<file path="src/rtl/crc_byte_sequencer_if.sv">
// Byte stream channel into crc_byte_sequencer.
//
// Handshake: a byte transfers on a rising clk edge where in_valid and
// in_ready are both high. The source holds in_data/in_last stable while
// in_valid is high and may not retract in_valid before the transfer. The
// sink may raise or drop in_ready in any cycle. in_last marks the
// transferred byte as the final byte of the message.
//
// Signals:
//   in_valid  source -> sink  byte available
//   in_ready  sink -> source  sink accepts a byte this cycle
//   in_data   source -> sink  message byte
//   in_last   source -> sink  byte is the final one of the message
interface crc_byte_sequencer_if;
    logic       in_valid;
    logic       in_ready;
    logic [7:0] in_data;
    logic       in_last;

    modport master (
        output in_valid,
        output in_data,
        output in_last,
        input  in_ready
    );

    modport slave (
        input  in_valid,
        input  in_data,
        input  in_last,
        output in_ready
    );
endinterface

</file>
<file path="src/rtl/crc_byte_sequencer.sv">
// Byte-level front end for the bit-serial lfsrN CRC stage.
//
// Accepts a CRC configuration on start and a byte stream on in_if, then
// drives the LFSR's load/shift/data controls one bit per cycle. At the end
// of the message the LFSR register is masked to N bits, optionally
// reflected, XORed with the final value and presented on crc_out with a
// one-cycle done pulse.
//
// Ports:
//   clk, rst_n        clock, asynchronous active-low reset
//   start             begin a message (honoured in IDLE/DONE)
//   cfg_*             width-1, init, xorout, refin, refout; captured at start
//   in_if             byte stream (slave side)
//   flush             finish with no further bytes (honoured in WAIT)
//   lfsr_load/shift/data, lfsr_bitwidth, lfsr_init   LFSR controls
//   lfsr_value        current LFSR register
//   busy, done, crc_out   status and result
//   state_dbg         current FSM state encoding
module crc_byte_sequencer #(
    parameter int MAX_BITS = 64
) (
    input  logic                clk,
    input  logic                rst_n,
    input  logic                start,
    input  logic [5:0]          cfg_width_m1,
    input  logic [MAX_BITS-1:0] cfg_init,
    input  logic [MAX_BITS-1:0] cfg_xorout,
    input  logic                cfg_refin,
    input  logic                cfg_refout,
    crc_byte_sequencer_if.slave in_if,
    input  logic                flush,
    output logic                lfsr_load,
    output logic                lfsr_shift,
    output logic                lfsr_data,
    output logic [5:0]          lfsr_bitwidth,
    output logic [MAX_BITS-1:0] lfsr_init,
    input  logic [MAX_BITS-1:0] lfsr_value,
    output logic                busy,
    output logic                done,
    output logic [MAX_BITS-1:0] crc_out,
    output logic [2:0]          state_dbg
);

    typedef enum logic [2:0] {
        S_IDLE  = 3'd0,
        S_LOAD  = 3'd1,
        S_WAIT  = 3'd2,
        S_SHIFT = 3'd3,
        S_FINAL = 3'd4,
        S_DONE  = 3'd5
    } state_t;

    state_t              state, state_next;
    logic [5:0]          width_q;
    logic [MAX_BITS-1:0] init_q;
    logic [MAX_BITS-1:0] xorout_q;
    logic                refin_q;
    logic                refout_q;
    logic [7:0]          byte_q;
    logic                last_q;
    logic [2:0]          bit_cnt;

    logic [MAX_BITS-1:0] mask;
    logic [MAX_BITS-1:0] masked;
    logic [MAX_BITS-1:0] reflected;
    logic [MAX_BITS-1:0] crc_next;

    assign lfsr_bitwidth = width_q;
    assign lfsr_init     = init_q;
    assign state_dbg     = state;

    // State register
    always_ff @(posedge clk or negedge rst_n) begin
        if (!rst_n) begin
            state <= S_IDLE;
        end else begin
            state <= state_next;
        end
    end

    // Next state and per-state outputs
    always_comb begin
        state_next     = state;
        in_if.in_ready = 1'b0;
        lfsr_load      = 1'b0;
        lfsr_shift     = 1'b0;
        lfsr_data      = 1'b0;
        busy           = 1'b0;
        case (state)
            S_IDLE, S_DONE: begin
                if (start) begin
                    state_next = S_LOAD;
                end
            end
            S_LOAD: begin
                lfsr_load  = 1'b1;
                busy       = 1'b1;
                state_next = S_WAIT;
            end
            S_WAIT: begin
                in_if.in_ready = 1'b1;
                busy           = 1'b1;
                // A presented byte wins over flush in the same cycle.
                if (in_if.in_valid) begin
                    state_next = S_SHIFT;
                end else if (flush) begin
                    state_next = S_FINAL;
                end
            end
            S_SHIFT: begin
                lfsr_shift = 1'b1;
                busy       = 1'b1;
                // refin feeds the byte LSB first, otherwise MSB first.
                lfsr_data  = refin_q ? byte_q[bit_cnt] : byte_q[3'd7 - bit_cnt];
                if (bit_cnt == 3'd7) begin
                    state_next = last_q ? S_FINAL : S_WAIT;
                end
            end
            S_FINAL: begin
                busy       = 1'b1;
                state_next = S_DONE;
            end
            default: begin
                state_next = S_IDLE;
            end
        endcase
    end

    // Result formation: mask to N bits, optional reflection over N bits,
    // final XOR, and re-mask so bits above N read zero.
    always_comb begin
        logic [5:0] j;
        j         = '0;
        mask      = {MAX_BITS{1'b1}} >> (MAX_BITS - 1 - int'(width_q));
        masked    = lfsr_value & mask;
        reflected = '0;
        for (int i = 0; i < MAX_BITS; i++) begin
            if (i <= int'(width_q)) begin
                j            = width_q - 6'(i);
                reflected[i] = masked[j];
            end
        end
        crc_next = ((refout_q ? reflected : masked) ^ xorout_q) & mask;
    end

    // Configuration, byte holding register, bit counter and result
    always_ff @(posedge clk or negedge rst_n) begin
        if (!rst_n) begin
            width_q  <= '0;
            init_q   <= '0;
            xorout_q <= '0;
            refin_q  <= 1'b0;
            refout_q <= 1'b0;
            byte_q   <= '0;
            last_q   <= 1'b0;
            bit_cnt  <= '0;
            crc_out  <= '0;
            done     <= 1'b0;
        end else begin
            done <= 1'b0;
            case (state)
                S_IDLE, S_DONE: begin
                    if (start) begin
                        width_q  <= cfg_width_m1;
                        init_q   <= cfg_init;
                        xorout_q <= cfg_xorout;
                        refin_q  <= cfg_refin;
                        refout_q <= cfg_refout;
                        crc_out  <= '0;
                    end
                end
                S_WAIT: begin
                    if (in_if.in_valid) begin
                        byte_q  <= in_if.in_data;
                        last_q  <= in_if.in_last;
                        bit_cnt <= '0;
                    end
                end
                S_SHIFT: begin
                    bit_cnt <= bit_cnt + 3'd1;
                end
                S_FINAL: begin
                    // FINAL lasts one cycle, so done is high only for the
                    // first DONE cycle.
                    crc_out <= crc_next;
                    done    <= 1'b1;
                end
                default: begin
                end
            endcase
        end
    end

endmodule

</file>
<file path="src/flat_wrapper.sv">
// flat-port wrapper written by rule: the top's interface ports become plain ports
module crc_byte_sequencer_flat 
#(
    parameter int MAX_BITS = 64
)
  (clk, rst_n, start, cfg_width_m1, cfg_init, cfg_xorout, cfg_refin, cfg_refout, flush, lfsr_load, lfsr_shift, lfsr_data, lfsr_bitwidth, lfsr_init, lfsr_value, busy, done, crc_out, state_dbg, in_if_in_valid, in_if_in_data, in_if_in_last, in_if_in_ready);
  crc_byte_sequencer_if in_if_i ();
  input  logic clk;
  input  logic rst_n;
  input  logic start;
  input  logic [5:0] cfg_width_m1;
  input  logic [MAX_BITS-1:0] cfg_init;
  input  logic [MAX_BITS-1:0] cfg_xorout;
  input  logic cfg_refin;
  input  logic cfg_refout;
  input  logic flush;
  output logic lfsr_load;
  output logic lfsr_shift;
  output logic lfsr_data;
  output logic [5:0] lfsr_bitwidth;
  output logic [MAX_BITS-1:0] lfsr_init;
  input  logic [MAX_BITS-1:0] lfsr_value;
  output logic busy;
  output logic done;
  output logic [MAX_BITS-1:0] crc_out;
  output logic [2:0] state_dbg;
  input wire logic [$bits(in_if_i.in_valid)-1:0] in_if_in_valid;
  input wire logic [$bits(in_if_i.in_data)-1:0] in_if_in_data;
  input wire logic [$bits(in_if_i.in_last)-1:0] in_if_in_last;
  output wire logic [$bits(in_if_i.in_ready)-1:0] in_if_in_ready;
  assign in_if_i.in_valid = in_if_in_valid;
  assign in_if_i.in_data = in_if_in_data;
  assign in_if_i.in_last = in_if_in_last;
  assign in_if_in_ready = in_if_i.in_ready;
  crc_byte_sequencer #(.MAX_BITS(MAX_BITS)) u_core (.clk(clk), .rst_n(rst_n), .start(start), .cfg_width_m1(cfg_width_m1), .cfg_init(cfg_init), .cfg_xorout(cfg_xorout), .cfg_refin(cfg_refin), .cfg_refout(cfg_refout), .in_if(in_if_i), .flush(flush), .lfsr_load(lfsr_load), .lfsr_shift(lfsr_shift), .lfsr_data(lfsr_data), .lfsr_bitwidth(lfsr_bitwidth), .lfsr_init(lfsr_init), .lfsr_value(lfsr_value), .busy(busy), .done(done), .crc_out(crc_out), .state_dbg(state_dbg));
endmodule
</file>
<file path="config.mk">
export PLATFORM = sky130hd
export DESIGN_NAME = crc_byte_sequencer_flat
export DESIGN_NICKNAME = d
export VERILOG_FILES = /design/src/rtl/crc_byte_sequencer_if.sv /design/src/rtl/crc_byte_sequencer.sv /design/src/flat_wrapper.sv
export SDC_FILE = /design/constraint.sdc
export NUM_CORES = 1
export LEC_CHECK = 0
export CAP_MARGIN = 20
export CELL_PAD_IN_SITES_DETAIL_PLACEMENT = 0
export CELL_PAD_IN_SITES_GLOBAL_PLACEMENT = 2
export CORE_MARGIN = 4
export CORE_UTILIZATION = 34
export CTS_CLUSTER_SIZE = 14
export DETAILED_ROUTE_END_ITERATION = 10
export PLACE_DENSITY = 0.9
export SLEW_MARGIN = 20
export SYNTH_ARGS = -nofsm -noshare
export SYNTH_HDL_FRONTEND = slang
export SYNTH_SLANG_ARGS = --single-unit
</file>
<file path="constraint.sdc">
create_clock -name clk -period 13 [get_ports clk]
set_input_delay 1.3 -clock clk [delete_from_list [all_inputs] [get_ports clk]]
set_output_delay 1.3 -clock clk [all_outputs]
set_load 0.02 [all_outputs]
</file>
==> summary.txt, run 1 <==
Worst hold path
  – Hold_sp: u_core.crc_out[10]
  – Hold crit path type: flop to flop
  – Count of cells along the worst hold path: 2

Logic synthesis
  – Synthesized area per cell: 8.549 um2
  – Synth area leaders: dfrtp_1 (27%), mux2_2 (9.3%), nand2_1 (4.6%)
  – Mapped Nets: 2573
  – Most common flop cell mapped by yosys: dfrtp_1
  – FF+latch count, synth: 216
  – Largest area contributor in the synthesized netlist: dfrtp_1
  – Post-synth EDFFs: 0
  – Mapped Cells: 2313
  – Sequential share of the synthesized area: 0.2733
  – Area share of the largest cell type after synthesis: 0.2733
  – Count of different cell masters after synthesis: 87
  – Cell area after synthesis: 19770 um2
  – Ys Warns: 0
  – FFs w/ async S/R, synth: 1.000

Finish
  – Share of layout cells above drive strength 1: 0.1413
  – Fin util: 0.4373
  – FF+latch area: 5421 um2
  – # nets final: 2844
  – Multi-input gate area: 13450 um2
  – Filler Cells Inserted: 5697
  – Synthesis-to-layout area growth: 27.33%

Clocking
  – CTS Hold Bufs: 0
  – # Post-CTS Setup Buffers: 0
  – Clk buf depth: 3
  – H-Tree Depth: 1
  – Clock sink count: 216
  – Worst-path clk slew: 0.07 ns
  – Clock Tree Root: clkbuf_16
  – TritonCTS Buffers: 26
  – Clock insertion delay at the later pin of the skew report: 0.58 ns
  – CTS tree: built
  – Post-CTS Resized: 0

Worst setup path
  – Crit. Startpoint: u_core.lfsr_bitwidth[1]
  – CP top delay family: compound AO/OA/AOI/OAI gates
  – Crit. End Element: flop
  – Data required time at the worst endpoint: 13.44 ns
  – Worst R2R Start: u_core.lfsr_bitwidth[1]
  – Worst path depth: 13
  – CP Max Fanout: 55
  – Reg2Reg Depth: 13
  – Data arrival time of the worst path: 6.81 ns
  – Worst setup path category: flop to flop
  – Max incr delay on CP: 0.85 ns
  – Slowest-stage cell, CP: o41ai_1
  – Most frequent CP cell: buf_4
  – Worst path bufs/invs: 4
  – CP Launch Type: flop
  – Crit path cell chain: buf_4 -> inv_2 -> buf_4 -> ha_2 -> buf_4 -> nand2_1 -> o22ai_1 -> mux2i_1 -> o32a_1 -> and3_1 -> o41ai_1 -> xor2_1 -> a32o_1

STA
  – Worst Setup Slack, final: 6.629 ns
  – Min Clock Period, post-route: around 6.4 ns
  – Final hold violation count: 0
  – RSZ-0062 raised after global routing: false
  – Least-Margin Pin Slew: around 1.3 ns
  – FMAX: 157.0 MHz
  – Final Skew: 0.01776 ns
  – Post-route setup TNS: 0 ns
  – Final Cycle Share: 0.4900
  – Max_slew headroom: 0.1227
  – Pins Over Slew Limit: 0
  – Final setup violation count: 0

Placement
  – RePlAce Congestion: 1.085
  – DP HPWL: 91250 um
  – IO Port Bufs: roughly 360
  – Setup Slack @ Placement: 6.984 ns

Die
  – Die W: 249.2 um
  – Initial Utilization: 0.3434
  – Top Ports: 357
  – Core area: 57590 um2
  – Row count: 88
  – Die footprint: slightly above 60000 um2
  – Die Y: 249.2 um

Flow run
  – Max Cap Viol: 0

Routing
  – Post-route ant nets: 0
  – DR pass1 iterations: 7
  – 1st-iter DRT viols: around 3300
  – Routed WL: 120500 um
  – Via density: roughly 6.7
  – DR vias: 22530
  – DRC Markers: 0
  – WL/cell: around 36 um

Global route
  – Global-route wire length before repair: 168500 um
  – Pin count of the biggest net entering global routing: around 150
  – Grt total ovfl: 0
  – Total track usage: 0.3698
  – Vias in the first global route: 21880
  – Initial antenna violation count: 3

Power and ir drop
  – Static Leakage: 9.486 nW
  – Peak supply drop: around 0.0002 V
  – Power per cell area: around 360 nW/um2

Outcome
  – Status: finished clean
[final timing paths]
| check | end | slack [ns] |
|---|---|---|
| hold reg to reg | u_core.crc_out[10] | 0.48 |
| hold / removal | u_core.crc_out[10] | 0.48 |
| setup / recovery | u_core.crc_out[23] | 6.63 |
| max in group asynchronous | u_core.lfsr_bitwidth[0] | 10.15 |
| setup reg to reg | u_core.crc_out[23] | 6.63 |
| min in group asynchronous | u_core.byte_q[5] | 0.72 |
[per-stage QoR]
stage	hold WS, ns	instances	area (um2)	total power [mW]
finish	0.4773	3370	25180	9.141
global route	0.5144	3369	25180	9.493
global placement	0.4714	3320	24210	8.052
CTS	0.4864	3368	25120	8.889
floorplan	0.4847	2313	19770	5.404
detailed placement	0.4716	3320	24210	8.052
[cells in the final DEF, fill, tap and decap left out, types with 24 or more instances in the layout]
cell	count
a31oi_1	44
o31ai_1	34
o32ai_1	25
mux2_2	163
a21oi_1	128
mux4_2	38
nand2_1	244
nand2b_1	45
ha_1	44
o211ai_1	26
o21ai_0	119
inv_1	63
a211oi_1	47
nor2_1	113
dfrtp_1	209
clkdlybuf4s50_1	355
xnor2_1	72
clkbuf_16	26
mux2i_1	51
buf_4	70
a32o_1	24
nor4_1	27
nand3_1	82
nor3_1	61
[layer usage]
metal	part of all wire	wire length [um]	vias up	global-route usage
met2	0.42	50220	1640	0.5476
li1	-	-	9386	-
met3	0.13	15110	323	0.1240
met5	0	0	-	0
met4	0.057	6907	0	0.1640
met1	0.40	48220	11180	0.4911
[sequential cells by signal, summed over array words and instances (netlist names)]
name                  flops
u_core.state_dbg          3
u_core.bit_cnt            3
u_core.refin_q            1
u_core.done               1
u_core.lfsr_bitwidth      6
u_core.crc_out           64
u_core.xorout_q          64
u_core.lfsr_init         64
u_core.refout_q           1
u_core.byte_q             8
u_core.last_q             1
[Yosys cell counts, drive strengths merged (19+ instances only)]
cell and number:
mux2 163, clkbuf 128, buf 59, a21oi 128, a32o 24, nand3 82, xnor2 78, and3 19
nor4 27, a31oi 44, inv 66, nand2b 45, and2 19, o21ai 121, mux4 38, a211oi 47
nor2 115, nor3 61, o22ai 23, o32ai 25, dfrtp 216, o211ai 26, nor2b 23, a32oi 22
ha 46, nand2 244, mux2i 51, o31ai 34
[worst min-delay path: cells and delay by family (launching register included)]
| kind | cells | cell delay (ns) |
|---|---|---|
| flops | 1 | 0.34 |
| simple gates | 1 | 0.04 |
| compound gates | 1 | 0.06 |
[report_power, final]
part | switching, mW | leakage [nW] | total (mW) | internal, mW
clock | 0.335 | 0.435 | 0.791 | 0.456
sequential | 0.324 | 2.68 | 1.30 | 0.977
combinational | 4.60 | 6.37 | 7.05 | 2.45
total | 5.26 | 9.49 | 9.14 | 3.88
[layout make-up]
type                            count  share of cell area
Multi-Input combinational cell   1840              0.5341
Clock buffer                       34             0.02862
Timing Repair Buffer              430              0.1661
Tap cell                          765             0.03801
Sequential cell                   216              0.2153
Clock inverter                     14            0.007354
Inverter                           70             0.01044
Antenna cell                        1          0.00009938
[kinds of logic after synthesis]
| kind of cell | Yosys count | synth area share |
|---|---|---|
| simple gates | 736 | 0.1861 |
| fa+ha+maj | 46 | 0.02911 |
| flops | 216 | 0.2733 |
| buf+inv | 257 | 0.05201 |
| xor+xnor | 95 | 0.04208 |
| compound gates | 711 | 0.2554 |
| mux | 252 | 0.1619 |
Power figures use the tool's default switching activity.
==> inputs of run 2 (changes only) <==
- CORE_UTILIZATION: 34 -> 29
- PLACE_DENSITY: 0.9 -> 0.82
- clock period: 13 -> 5.8 ns (I/O delays scaled with it)
==> run 2 against run 1 <==
  * Setup slack worse by 5.9 ns
  * Die area is 17% higher
  * Via count is 1.5% higher
  * Utilization is 5.1 points lower
  * Critical path type unchanged
==> summary.txt, run 2 (synthesis gave the netlist of run 1 again) <==
STA
  – FMAX: around 200 MHz
  – Least-Margin Pin Slew: 1.177 ns
  – Max_slew headroom: 0.2135
  – Worst Setup Slack, final: approximately 0.70 ns
  – Final setup violation count: 0
  – Min Clock Period, post-route: 5.104 ns
  – Post-route setup TNS: 0 ns
  – Pins Over Slew Limit: 0
  – Final Cycle Share: 0.8800
  – Final Skew: 0.04075 ns
  – RSZ-0062 raised after global routing: false
  – Final hold violation count: 0

Placement
  – Placed Area: about 25000 um2
  – DP HPWL: 95080 um
  – RePlAce Congestion: approximately 1.1
  – IO Port Bufs: 356
  – Setup Slack @ Placement: 0.8556 ns

Die
  – Initial Utilization: 0.2934
  – Die W: around 270 um
  – Core area: 67400 um2
  – Row count: 95
  – Top Ports: 357
  – Die footprint: 72430 um2
  – Die Y: 269.1 um

Worst setup path
  – Worst path bufs/invs: 2
  – Crit. End Element: flop
  – CP Max Fanout: 30
  – Data required time at the worst endpoint: around 6.3 ns
  – Crit path cell chain: inv_2 -> ha_1 -> inv_1 -> ha_1 -> a211o_1 -> nand2_1 -> a22oi_1 -> a31oi_1 -> mux4_2 -> mux2_2 -> o2bb2ai_1 -> xor2_1 -> a32o_1
  – Data arrival time of the worst path: roughly 5.6 ns
  – Worst setup path category: flop to flop
  – Slowest-stage cell, CP: dfrtp_2
  – Most frequent CP cell: ha_1
  – CP Launch Type: flop
  – CP top delay family: compound AO/OA/AOI/OAI gates
  – Max incr delay on CP: 0.79 ns

Global route
  – Grt total ovfl: 0
  – Total track usage: 0.3202
  – Global-route wire length before repair: 170900 um
  – Vias in the first global route: roughly 22000
  – Initial antenna violation count: 8
  – Pin count of the biggest net entering global routing: 153

Routing
  – WL/cell: around 34 um
  – DR pass1 iterations: 7
  – Met1 WL: ~51000 um
  – DRC Markers: 0
  – Met2 Wirelength: 52250 um
  – Top layer in use: met5
  – Via density: 6.397
  – DR vias: 22870
  – Post-route ant nets: 0
  – 1st-iter DRT viols: approximately 3300
  – Routed WL: 122500 um
  – Met3 WL post-DR: 13480 um

Clocking
  – CTS Hold Bufs: 0
  – H-Tree Depth: 1
  – Clock sink count: 216
  – Clock insertion delay at the later pin of the skew report: 0.59 ns
  – TritonCTS Buffers: 27
  – Post-CTS Resized: 0
  – CTS tree: built
  – Worst-path clk slew: 0.06 ns
  – Clock Tree Root: clkbuf_16
  – # Post-CTS Setup Buffers: 0
  – Clk buf depth: 3

Finish
  – Synthesis-to-layout area growth: 31.50%
  – # nets final: 2939
  – Commonest non-fill, non-tap cells in the layout: clkdlybuf4s50_1 (355), nand2_1 (243), dfrtp_1 (209)
  – Leading cell type in the layout, fill and taps excluded: clkdlybuf4s50_1
  – Post-route cell area: 26000 um2
  – Share of layout cells above drive strength 1: 0.1697

Flow run
  – Max Cap Viol: 0

Power and ir drop
  – Peak supply drop: 0.0003950 V
  – Static Leakage: roughly 9.9 nW
  – Power Total: 21.22 mW
  – Power per cell area: 816.0 nW/um2

Outcome
  – Status: finished clean

Worst hold path
  – Hold crit path type: primary input to asynchronous set/reset pin
[run 2: final cells by class]
| class | instances | area [um2] |
|---|---|---|
| well taps | 873 | 1092 |
| flip-flops and latches | 216 | 5421 |
| multi-input cells | 1840 | 13390 |
| clock inverters | 13 | 155.1 |
| inverters | 70 | 262.8 |
| fillers | 6803 | 41390 |
| repair buffers | 524 | 4896 |
| diodes | 3 | 7.507 |
| clock buffers | 36 | 779.5 |
[run 2: final timing paths]
| check | slack, ns | to | depth (start not counted) | startpoint |
|---|---|---|---|---|
| max | 0.70 | u_core.crc_out[30] | 13 | u_core.lfsr_bitwidth[1] |
| min | 0.10 | u_core.state_dbg[0] | 1 | rst_n |
| max reg2reg | 0.70 | u_core.crc_out[30] | 13 | u_core.lfsr_bitwidth[1] |
| min reg2reg | 0.50 | u_core.crc_out[28] | 2 | u_core.crc_out[28] |
| max in group asynchronous | 4.54 | u_core.lfsr_bitwidth[0] | 2 | rst_n |
| min in group clk | 0.50 | u_core.crc_out[28] | 2 | u_core.crc_out[28] |
[run 2: where the power goes]
part           internal [mW]  leakage, nW  switching (mW)
clock network           1.04        0.442           0.744
logic                   6.04         6.79            10.5
registers               2.19         2.68           0.714
[run 2: per-stage QoR]
step	hold WS, ns	std cells	utilization
CTS	0.1287	3572	0.3856
global route	0.1719	3572	0.3857
detailed placement	0.4857	3523	0.3717
finish	0.1012	3575	0.3858
global placement	0.4685	3522	0.3714
floorplan	0.2844	2313	-
[run 2: layer usage]
layer	track usage	vias to the layer above
met5	0	-
met1	0.4443	11430
met3	0.07717	265
li1	-	9599
met2	0.4818	1568
met4	0.1236	6
